**src/rtl/dmem_pkg.sv**
```systemverilog
// Shared types and constants for the data-memory load unit.
package dmem_pkg;

  localparam logic [5:0] OP_LB  = 6'b100000;
  localparam logic [5:0] OP_LH  = 6'b100001;
  localparam logic [5:0] OP_LW  = 6'b100011;
  localparam logic [5:0] OP_LBU = 6'b100100;
  localparam logic [5:0] OP_LHU = 6'b100101;

  typedef enum logic [1:0] {
    IDLE = 2'd0,
    WAIT = 2'd1,
    RESP = 2'd2
  } state_t;

  // Captured request: only the byte offset and the load kind matter after issue.
  typedef struct packed {
    logic [1:0] off;
    logic [5:0] op;
  } ld_req_t;

  // A load is legal when the opcode is known and its natural alignment holds.
  function automatic logic load_legal(input logic [5:0] op, input logic [1:0] off);
    case (op)
      OP_LB, OP_LBU: load_legal = 1'b1;
      OP_LH, OP_LHU: load_legal = ~off[0];
      OP_LW:         load_legal = (off == 2'b00);
      default:       load_legal = 1'b0;
    endcase
  endfunction

endpackage

```
**src/rtl/load_extract.sv**
```systemverilog
// Big-endian lane select plus sign/zero extension; purely combinational.
module load_extract
  import dmem_pkg::*;
(
  input  logic [31:0] word,
  input  logic [1:0]  offset,
  input  logic [5:0]  opcode,
  output logic [31:0] data
);

  logic [7:0]  b;
  logic [15:0] h;

  // Byte 0 sits in the most significant lane, halfword 0 in the upper half.
  always_comb begin
    case (offset)
      2'd0:    b = word[31:24];
      2'd1:    b = word[23:16];
      2'd2:    b = word[15:8];
      default: b = word[7:0];
    endcase
    h = offset[1] ? word[15:0] : word[31:16];
  end

  // Extend according to the load kind; unknown kinds yield zero.
  always_comb begin
    case (opcode)
      OP_LB:   data = {{24{b[7]}}, b};
      OP_LBU:  data = {24'd0, b};
      OP_LH:   data = {{16{h[15]}}, h};
      OP_LHU:  data = {16'd0, h};
      OP_LW:   data = word;
      default: data = 32'd0;
    endcase
  end

endmodule

```
**src/rtl/dmem_load_unit.sv**
```systemverilog
// Single-outstanding load unit: issues one word read, extracts and extends
// the addressed lane, and holds the result until the consumer takes it.
module dmem_load_unit
  import dmem_pkg::*;
#(
  parameter int READ_LATENCY = 1
) (
  input  logic        clk,
  input  logic        reset,
  input  logic        req_valid,
  output logic        req_ready,
  input  logic [31:0] req_addr,
  input  logic [5:0]  req_opcode,
  output logic        mem_re,
  output logic [31:0] mem_addr,
  input  logic [31:0] mem_rd,
  output logic        resp_valid,
  input  logic        resp_ready,
  output logic [31:0] resp_data,
  output logic        resp_err
);

  localparam logic [2:0] RL = 3'(READ_LATENCY);

  state_t      state, state_nx;
  ld_req_t     req_q;
  logic [2:0]  cnt;
  logic [31:0] ext;
  logic        legal;
  logic        acc;

  assign legal = load_legal(req_opcode, req_addr[1:0]);
  // Accept is derived from state directly to keep it off the comb FSM loop.
  assign acc   = req_valid && (state == IDLE);

  load_extract u_ext (
    .word   (mem_rd),
    .offset (req_q.off),
    .opcode (req_q.op),
    .data   (ext)
  );

  // State register.
  always_ff @(posedge clk or negedge reset) begin
    if (!reset) state <= IDLE;
    else        state <= state_nx;
  end

  // Next-state and handshake outputs; illegal requests skip the memory.
  always_comb begin
    state_nx   = state;
    req_ready  = 1'b0;
    resp_valid = 1'b0;
    case (state)
      IDLE: begin
        req_ready = 1'b1;
        if (req_valid) state_nx = legal ? WAIT : RESP;
      end
      WAIT: if (cnt == 3'd0) state_nx = RESP;
      RESP: begin
        resp_valid = 1'b1;
        if (resp_ready) state_nx = IDLE;
      end
      default: state_nx = IDLE;
    endcase
  end

  // Datapath: capture request, strobe memory once, count down the read
  // latency (reloaded per request), then register the extracted result.
  always_ff @(posedge clk or negedge reset) begin
    if (!reset) begin
      req_q     <= '0;
      cnt       <= 3'd0;
      mem_re    <= 1'b0;
      mem_addr  <= 32'd0;
      resp_data <= 32'd0;
      resp_err  <= 1'b0;
    end else begin
      mem_re <= acc && legal;
      if (acc) begin
        req_q    <= '{off: req_addr[1:0], op: req_opcode};
        cnt      <= RL;
        if (legal) begin
          mem_addr <= {req_addr[31:2], 2'b00};
        end else begin
          resp_data <= 32'd0;
          resp_err  <= 1'b1;
        end
      end else if (state == WAIT) begin
        if (cnt == 3'd0) begin
          resp_data <= ext;
          resp_err  <= 1'b0;
        end else begin
          cnt <= cnt - 3'd1;
        end
      end
    end
  end

endmodule

```
**config.mk**
```make
export PLATFORM = sky130hd
export DESIGN_NAME = dmem_load_unit
export DESIGN_NICKNAME = d
export VERILOG_FILES = /design/src/rtl/dmem_pkg.sv /design/src/rtl/load_extract.sv /design/src/rtl/dmem_load_unit.sv
export SDC_FILE = /design/constraint.sdc
export NUM_CORES = 1
export LEC_CHECK = 0
export ABC_AREA = 0
export CAP_MARGIN = 20
export CORE_MARGIN = 8
export CORE_UTILIZATION = 45
export DETAILED_ROUTE_END_ITERATION = 10
export GPL_TIMING_DRIVEN = 0
export PLACE_DENSITY = 0.8
export SYNTH_ARGS = -nofsm -noshare
export SYNTH_HDL_FRONTEND = slang
export SYNTH_HIERARCHICAL = 1
export SYNTH_SLANG_ARGS = --single-unit
export TNS_END_PERCENT = 20
```
**constraint.sdc**
```tcl
create_clock -name clk -period 5.1 [get_ports clk]
set_input_delay 0.51 -clock clk [delete_from_list [all_inputs] [get_ports clk]]
set_output_delay 0.51 -clock clk [all_outputs]
set_load 0.01 [all_outputs]
```
After elaboration in Yosys (flattened, before gate mapping)
Cells that the tools add are included.
{"block": "classes", "n_addsub": 1, "n_eq_ne": 19, "mux": 22, "n_bitwise": 1, "reduce_logical": 14}
{"operator": "32-bit case mux with 5 select lines", "n": 1}
{"operator": "32-bit two-way mux", "n": 4}
{"operator": "6-bit equality test (second input constant)", "n": 10}
{"operator": "8-bit case mux with 3 select lines", "n": 1}
{"operator": "16-bit two-way mux", "n": 1}
{"operator": "2-bit != test (second input constant)", "n": 5}
{"operator": "3-bit two-way mux", "n": 3}
{"operator": "2-bit two-way mux", "n": 4}
{"operator": "2-bit zero test", "n": 3}
{"operator": "1-bit two-way mux", "n": 6}
{"operator": "2-bit case mux with 3 select lines", "n": 1}
{"operator": "3-bit AND reduction", "n": 2}
{"operator": "2-bit by 1-bit equality test with 1-bit output (second input constant)", "n": 2}
{"operator": "2-bit equality test (second input constant)", "n": 2}
{"operator": "2-bit AND reduction", "n": 2}
{"operator": "2-bit nonzero test", "n": 2}
{"operator": "2-bit OR reduction", "n": 2}
{"operator": "3-bit zero test", "n": 1}
{"operator": "1-bit case mux with 3 select lines", "n": 1}
{"operator": "3-bit by 1-bit subtractor with 3-bit output (second input constant)", "n": 1}
{"operator": "1-bit logical AND", "n": 2}
{"operator": "1-bit NOT", "n": 1}
{"block": "totals", "reg_bits": 77, "output_inout_bits": 68, "inputBits": 74, "wordCells": 65}

Longest topological paths before layout
Gate-level depths: netlist (run 1).
{"block": "logic_depth", "ltp_word": 6, "depth_mapped": 9, "ltp_nobuf": 6}

Cells and area by module
The synthesis (run 1) kept the hierarchy.
{"module": "dmem_load_unit", "cells_per_inst": 260, "n_inst": 1, "seq_area_each_um2": 1926.8, "area_per_inst_um2": 3178.0}
{"module": "load_extract", "cells_per_inst": 90, "n_inst": 1, "seq_area_each_um2": 0.0, "area_per_inst_um2": 778.2}

Worst setup path before layout (run 1)
No wires, ideal clock.
{"block": "synth_timing", "path_kind": "input -> register", "from": "in req_opcode[3]", "to": "reg mem_addr[10]", "cell_stages": 5, "path_slack_ns": 3.130, "arrival_time_ns": 1.845, "n_path_buf": 1, "required_ns": 4.975, "setup_ns": 0.125, "cell_sequence": "or3b_2 -> a221oi_2 -> nand3_2 -> buf_6 -> mux2_4"}
{"block": "synth_via", "elab_chain_cells": 4, "word_cells_on_any_way": 9, "cone_classes": "5 x eq/ne; 1 x mux; 3 x reduce/logical"}
{"item": "start: declaration", "line": "dmem_load_unit.sv:13", "rtl": "input logic [5:0] req_opcode,"}
{"item": "6-bit equality test", "line": "dmem_pkg.sv:24", "rtl": "case (op)"}
{"item": "2-bit OR reduction", "line": "dmem_pkg.sv:24"}
{"item": "1-bit case mux with 3 select lines (*)", "line": "dmem_pkg.sv:24"}
{"item": "2-bit AND reduction (no line) (*)"}
{"item": "end signal: assignment", "line": "dmem_load_unit.sv:84", "rtl": "mem_addr <= {req_addr[31:2], 2'b00};"}
{"item": "end: declaration", "line": "dmem_load_unit.sv:15", "rtl": "output logic [31:0] mem_addr,"}
Mark *: on every way between the ends. The rest lies on a longest branch, timed or not.
A chain may end at the register's enable or synchronous reset.

Final worst setup path (run 1)
{"block": "layout_timing", "from": "reg state[0]", "to": "out req_ready"}
{"block": "layout_via", "elab_chain_cells": 2}
{"item": "start: declaration", "line": "dmem_load_unit.sv:25", "rtl": "state_t state, state_nx;"}
{"item": "start signal: assignment", "line": "dmem_load_unit.sv:46", "rtl": "else state <= state_nx;"}
{"item": "2-bit zero test", "line": "dmem_load_unit.sv:54", "rtl": "case (state)"}
{"item": "1-bit two-way mux", "line": "dmem_load_unit.sv:54"}
{"item": "end: declaration", "line": "dmem_load_unit.sv:11", "rtl": "output logic req_ready,"}
No other way between the ends.

==> results of run 1 <==
==> synth_stat cells (5+ instances only) <==
master	instances	area [um2]
sky130_fd_sc_hd__dfrtp_1	77	1927
sky130_fd_sc_hd__nand2_1	68	255.2
sky130_fd_sc_hd__o21ai_0	48	240.2
sky130_fd_sc_hd__mux2_4	28	420.4
sky130_fd_sc_hd__clkbuf_1	18	67.56
sky130_fd_sc_hd__a221o_1	16	160.2
sky130_fd_sc_hd__nand3_1	16	80.08
sky130_fd_sc_hd__mux2_2	12	135.1
sky130_fd_sc_hd__and3b_1	9	78.83
sky130_fd_sc_hd__mux4_1	7	183.9
sky130_fd_sc_hd__buf_6	5	56.30
sky130_fd_sc_hd__inv_1	5	18.77
==> cell type report <==
type                            instances  area share (%)
Clock buffer                           11           2.322
Timing Repair Buffer                  140           25.03
Clock inverter                          3          0.2654
Tap cell                              108           2.388
Buffer                                 31           3.074
Sequential cell                        77           34.06
Multi-Input combinational cell        238           32.53
Inverter                                5          0.3317
==> per-stage QoR <==
| step | instance area, um2 | std cells |
|---|---|---|
| 4_1_cts | 5658 | 613 |
| 3_5_place_dp | 5512 | 599 |
| 5_1_grt | 5658 | 613 |
| 6_report | 5658 | 613 |
| 2_1_floorplan | 3960 | 351 |
| 3_3_place_gp | 5487 | 598 |
==> state kept, by name (all words and copies together), names as in the netlist <==
| signal | cells |
|---|---|
| mem_addr | 30 |
| resp_err | 1 |
| req_q | 8 |
| mem_re | 1 |
| resp_data | 32 |
| state | 2 |
| cnt | 3 |
==> kinds of logic after synthesis <==
| logic type | after synthesis | synth area share, % |
|---|---|---|
| adders and majority gates | 2 | 0.6324 |
| buffers and inverters | 36 | 4.870 |
| muxes | 50 | 19.77 |
| DFF | 77 | 48.70 |
| and+or+nand+nor | 110 | 13.63 |
| other | 1 | 0.09479 |
| AOI/OAI and AO/OA | 74 | 12.30 |
==> cell usage in the layout (no fill, tap or decap), types with 2 or more instances in the layout <==
cell type and count:
sky130_fd_sc_hd__a221o_1 16, sky130_fd_sc_hd__buf_4 5, sky130_fd_sc_hd__nor2b_1 4, sky130_fd_sc_hd__inv_1 5
sky130_fd_sc_hd__mux2i_1 2, sky130_fd_sc_hd__nor2_1 3, sky130_fd_sc_hd__o31ai_1 2, sky130_fd_sc_hd__clkinv_2 3
sky130_fd_sc_hd__clkbuf_8 9, sky130_fd_sc_hd__a22o_1 2, sky130_fd_sc_hd__o21ai_0 48, sky130_fd_sc_hd__dfrtp_1 77
sky130_fd_sc_hd__ha_1 2, sky130_fd_sc_hd__conb_1 2, sky130_fd_sc_hd__nand2_1 68, sky130_fd_sc_hd__clkdlybuf4s50_1 138
sky130_fd_sc_hd__buf_2 3, sky130_fd_sc_hd__and3b_1 9, sky130_fd_sc_hd__mux4_1 7, sky130_fd_sc_hd__mux2_4 28
sky130_fd_sc_hd__mux2_2 12, sky130_fd_sc_hd__nand3_1 16, sky130_fd_sc_hd__clkbuf_1 20, sky130_fd_sc_hd__buf_6 5
==> power by group <==
group	total, mW	switching, mW	internal (mW)
registers	0.760	0.0621	0.698
logic	0.595	0.236	0.359
clock network	0.376	0.207	0.169
total	1.73	0.505	1.23
==> metal layers <==
layer,vias to the layer above,wire length [um],GRT usage (%)
li1,1553,-,-
met1,1560,4527,21.80
met2,180,5208,30.96
met3,15,1434,8.030
met4,0,215,7.425
met5,-,0,0
==> path summary, 6_finish.rpt <==
kind | from | depth (start not counted) | endpoint
worst min register to register | resp_err | 1 | resp_err
worst max-delay path | state[0] | 3 | req_ready
min in group clk | resp_err | 1 | resp_err
worst min-delay path | reset | 1 | resp_data[3]
max in group asynchronous | reset | 2 | mem_addr[31]
worst max register to register | cnt[0] | 9 | resp_data[31]
==> run summary, run 1 <==
The number of DRC markers in iteration 0 is 141. Clock-pin slew was measured on the worst setup and hold paths at 80 ps. Among all flip-flop cells after synthesis, the most frequent one is sky130_fd_sc_hd__dfrtp_1. The multi-input combinational cells in the finished layout cover a total of 0.001841 mm2. The worst-path maximum fanout is 9. For this run, the slowest stage of the critical path takes 620 ps. Among cell families on the critical path, the largest total delay comes from buffers and inverters.

The number of different library cells in the post-synthesis netlist is 39. The measured slew at the worst slew-check pin is 625.6 ps. The number of core rows is 34. The core region is 0.008636 mm2. The detailed placer's ending HPWL came out at 8955 um. The mapped cell area came out at 0.003956 mm2. The worst clock skew on the final layout is 9.924 ps.

The layout-stage area growth over the synthesis result came out at 43.01%. The class of the most critical setup path is register to output port. The post-CTS repair timing setup buffer count is 0. The number of cells upsized or downsized after cts is 0. At the end of the flow the core is filled with cells to 65.52%.

The cell area power density came out at 305.9 mW/mm2. The element type at the critical path end is an output port. Hold timing on the final database bottoms out at a slack of 59.30 ps.

In this run, synthesis produced a sequential element count of 77. The width of the die is 109.8 um. The number of global-route vias before repair is 3,579. Counting both buffers and inverters, the worst setup path holds a total of 2. The total global routing track utilization came out at 19.03%. The average cell area after synthesis came out at 11.30 um2. The total number of vias came out at 3,308. Dividing the detail-routed wire length by the instance count gives 18.57 um.

The register cell area after layout is 0.001927 mm2. The signal arrival time at the worst endpoint came out at 1740 ps. Setup repair after global routing left no endpoint under its margin.

Entering global routing, the biggest net connects 55 pins. The worst path in the final design needs a cycle of 2248 ps, including I/O delays and setup. The post-synthesis sequential area ratio is 48.70%. Traced cell by cell, the critical path runs through buf_4 > nor2_1 > clkdlybuf4s50_1.

The clock net sink count came out at 77. The final antenna-violating net count is 0. Timing analysis after detailed placement gives a worst setup slack of 2520 ps.

The initial utilization of the core area, before any placement, comes to 45.81%. The total wirelength of the detailed-routed design came out at 11,390 um. The layout filler cell count is 690. The hold violation count in the final report is 0. The run finished with clean final reports. The number of port buffers came out at 139. The flop-to-flop setup slack came out at 2880 ps. In this run, post-CTS hold repair placed 0 buffers. The power consumption is 1.731 mW. The height of the die came out at 109.8 um.

The repair_antennas step left the layout with diodes totalling 0. The wire length of the first global-routing pass is 17,840 um. In the final design database the tool counted 578 nets. TritonCTS built the clock tree. In this run, synthesis inferred 0 flip-flops with an integrated enable. The deepest clock path buffer count is 2. The initial antenna violation count is 0. The class of the worst hold path is input pin to asynchronous set/reset pin. The number of warnings reported in the yosys synthesis log came out at 6. The total DRC errors in the routed layout is 0. The clock tree root driver cell is sky130_fd_sc_hd__clkbuf_8. The worst pin sits at a relative slew slack of 58.14%. The via count normalized by instance count is 5.396.

The final critical-path setup slack came out at 2852 ps. The routability congestion estimate is 0.8995. STA classifies the critical path startpoint as a register.

The final number of max-transition violations is 0. The CTS buffer count came out at 9. Before antenna repair, the detailed router went through 5 iterations. The standard cell with the maximum stage delay on the critical path is sky130_fd_sc_hd__clkdlybuf4s50_1.

The leakage power summed over all cells came out at 2.491 nW. The max-capacitance violation count is 0. Summed over all failing endpoints, the final setup total negative slack is 0 ps.

The total number of H-tree levels is 3. The die area is 0.01205 mm2. The gate count after technology mapping came out at 350. The fraction of layout instances using a drive strength above 1 is 14.46%. The top-level I/O count came out at 142.

The data required time of the worst path is 4590 ps. The total of endpoints with negative setup slack in the final report came out at 0. The insertion delay of the later-clocked pin in the worst-skew pair came out at 340 ps.

The share of the clock period used by the worst path is 44.08%. The async set-or-reset flop fraction in the synthesized netlist came out at 100.0%. The total congestion overflow came out at 0. Static timing analysis puts the maximum clock frequency at 444.8 MHz. VDD sags by at most 179.0 uV.
(Power assumes the default switching activity.)
==> run 2: changes to the inputs <==
==> constraint.sdc (replaced) <==
create_clock -name clk -period 2.25 [get_ports clk]
set_input_delay 0.225 -clock clk [delete_from_list [all_inputs] [get_ports clk]]
set_output_delay 0.225 -clock clk [all_outputs]
set_load 0.01 [all_outputs]
==> run 2 against run 1 <==
  * Via count grew 0.51%
  * Final cell count grew 0.16%
  * First-iteration DRC count shrank 11%
  * Combinational power grew 130%
  * Critical path type is now register to register
  * Non-clock buffer count grew 1
==> run summary, run 2 (same netlist as run 1, synthesis figures left out) <==
OpenSTA, run right after detailed placement, puts the worst setup slack at -44.94 ps. The cell that appears most often on the critical path is sky130_fd_sc_hd__o21ai_0. The leakage power summed over all cells came out at 2.517 nW. The wire length of the first global-routing pass is 17,840 um.

The share of the clock period used by the worst path is 90.78%. The post-CTS repair timing setup buffer count came out at 0. The data required time of the worst path is 2500 ps. The final number of max-transition violations came out at 0. The detailed-routing iteration count for the pre-antenna-repair pass came out at 5. TritonCTS built the clock tree. The max-capacitance violation count came out at 0. The total congestion overflow came out at 0. The number of DRC markers in iteration 0 is 126.

Leaving out fill and tap cells, the most frequent cells in the layout are 138 x sky130_fd_sc_hd__clkdlybuf4s50_1, 77 x sky130_fd_sc_hd__dfrtp_1, 68 x sky130_fd_sc_hd__nand2_1, 48 x sky130_fd_sc_hd__o21ai_0, 28 x sky130_fd_sc_hd__mux2_4. The pin count of the biggest net entering global routing came out at 55. In this run the deepest clock path goes through 2 buffers.

The insertion delay of the later-clocked pin in the worst-skew pair is 340 ps. Setup repair after global routing left no endpoint under its margin. After floorplanning, the core was sized to cover 0.008636 mm2. The worst setup path is launched from a register. The initial antenna violation count is 0. After detailed routing, the total wire length is 11,380 um.

The height of the die is 109.8 um. The floorplan step defined a die boundary enclosing 0.01205 mm2. The initial core utilization is 45.81%. For the final routed database, the setup TNS stands at 0 ps. The signal arrival time at the worst endpoint came out at 2290 ps.

On the critical path, the stage with the largest delay is an instance of sky130_fd_sc_hd__dfrtp_1. Traced cell by cell, the critical path runs through nor4b_1 > clkbuf_2 > nand2b_1 > clkbuf_1 > o21ai_0 > nand2_1 > o21ai_0. The maximum achievable frequency is 489.6 MHz.

STA classifies the critical path endpoint as a register. The worst clock skew on the final layout is 10.29 ps. After clock tree synthesis, the clock-pin slew on the worst setup and hold paths is 80 ps. Power spread over the standard cell area amounts to 691.4 mW/mm2. The count of inserted antenna diode cells is 0.

The longest individual stage delay on the worst path is 400 ps. The width of the die came out at 109.8 um. The number of port buffers is 139. The design draws 3.927 mW. The fraction of layout instances using a drive strength above 1 came out at 16.01%. Setup slack on the critical path of the routed design comes to 207.4 ps. The worst-path maximum fanout is 10. The register with the most flip-flops in the final layout is resp_data. The total number of vias came out at 3,325. The number of global-route vias before repair is 3,579. The worst hold path belongs to the class input pin to asynchronous set/reset pin.

The number of core rows is 34. After detailed routing, the average wire length per cell comes to 18.53 um. The routability congestion estimate came out at 0.8995. The layout-stage area growth over the synthesis result came out at 43.55%. The worst path needs 2043 ps of the cycle, external delays included. The CTS buffer count is 9. The largest registers in the layout are resp_data: 32 flops, mem_addr: 30 flops, req_q: 8 flops. For this run, the total global-route usage over all layers was measured as 19.03%. VDD sags by at most 406.1 uV.

The total of endpoints with negative setup slack in the final report came out at 0. The top-level I/O count came out at 142. The total DRC errors in the routed layout is 0. The number of nets in the layout is 579. The critical path is of the register to register type. The total number of H-tree levels is 3. The flip-flop count of the largest register after layout came out at 32. The layout filler cell count is 695.

The run finished with clean final reports. Using the TritonRoute via totals, the vias-per-cell ratio works out to 5.415. The detailed placer's ending HPWL came out at 8955 um. The tree built by TritonCTS fans out to 77 sinks.

The clock tree root driver cell is sky130_fd_sc_hd__clkbuf_8. The final antenna-violating net count came out at 0. The most common cell after layout, fill and taps aside is sky130_fd_sc_hd__clkdlybuf4s50_1. The hold violation count in the final report came out at 0.
-- run 2: changes by cell type in the layout (fill, tap and decap cells not counted) --
cell	before	now
sky130_fd_sc_hd__clkbuf_1	20	13
sky130_fd_sc_hd__clkbuf_2	1	8
sky130_fd_sc_hd__dlygate4sd3_1	0	1
sky130_fd_sc_hd__nor2_1	3	2
sky130_fd_sc_hd__nor2_2	0	1
-- run 2: what timing repair did --
| action | 4_1_cts | 5_1_grt |
|---|---|---|
| setup endpoints to repair | 0 | 30 |
| hold endpoints to repair | 23 | 0 |
| gates resized for setup | 0 | 14 |
| hold buffers | 1 | 0 |
-- run 2: path summary, 6_finish.rpt --
kind,startpoint,to,slack (ps),cells after the start
max,req_q[3],resp_data[26],210,7
min,reset,resp_data[1],320,2
max reg2reg,req_q[3],resp_data[26],210,7
min reg2reg,resp_err,resp_err,490,1
max in group asynchronous,reset,mem_addr[31],1360,3
min in group clk,resp_ready,state[1],470,3
-- run 2: layout make-up --
| type | count | area [um2] | share of cell area [%] |
|---|---|---|---|
| inverter | 5 | 18.77 | 0.3305 |
| buffer | 31 | 182.7 | 3.217 |
| tap | 108 | 135.1 | 2.379 |
| timing repair buffer | 141 | 1426 | 25.12 |
| multi-input combinational | 238 | 1843 | 32.45 |
| sequential | 77 | 1927 | 33.93 |
| clock buffer | 11 | 131.4 | 2.313 |
| clock inverter | 3 | 15.01 | 0.2644 |
-- run 2: per-stage QoR --
stage          cells  area [um2]  util, %  hold slack (ps)
6_report         614        5679    65.76            323.9
5_1_grt          614        5679    65.76            343.6
4_1_cts          614        5668    65.63            319.7
3_5_place_dp     599        5512    63.82            149.6
3_3_place_gp     598        5487    63.53            463.6
2_1_floorplan    351        3960        -           -70.59
-- run 2: where the power goes --
| part | switching [mW] | total, mW | internal, mW | leakage [nW] |
|---|---|---|---|---|
| Combinational | 0.536 | 1.35 | 0.816 | 1.42 |
| Clock | 0.468 | 0.852 | 0.384 | 0.0788 |
| Sequential | 0.141 | 1.72 | 1.58 | 1.01 |
-- run 2: critical path: cells and delay by family (launching register included) --
| family | cells | cell delay, ps |
|---|---|---|
| and+or+nand+nor | 3 | 670 |
| AOI/OAI and AO/OA | 2 | 370 |
| DFF | 1 | 400 |
| buffers and inverters | 2 | 510 |
-- run 2: metal layers --
| metal | track usage [%] | share of wire, % | up-vias | wire [um] |
|---|---|---|---|---|
| met5 | 0 | 0 | - | 0 |
| met4 | 7.425 | 1.9 | 0 | 217 |
| met3 | 7.972 | 13 | 15 | 1457 |
| met2 | 30.96 | 46 | 186 | 5202 |
| met1 | 21.84 | 40 | 1570 | 4501 |
| li1 | - | - | 1554 | - |
==> run 3: changes to the inputs <==
--- a/config.mk
+++ b/config.mk
@@ -6,10 +6,12 @@
 export NUM_CORES = 1
 export LEC_CHECK = 0
 export ABC_AREA = 0
+export ABC_CLOCK_PERIOD_IN_PS = 2250
 export CAP_MARGIN = 20
 export CORE_MARGIN = 8
 export CORE_UTILIZATION = 45
 export DETAILED_ROUTE_END_ITERATION = 10
+export GPL_ROUTABILITY_DRIVEN = 0
 export GPL_TIMING_DRIVEN = 0
 export PLACE_DENSITY = 0.8
 export SYNTH_ARGS = -nofsm -noshare
==> results of run 3 <==
Final layout, timing and power as in run 2 (identical DEF).
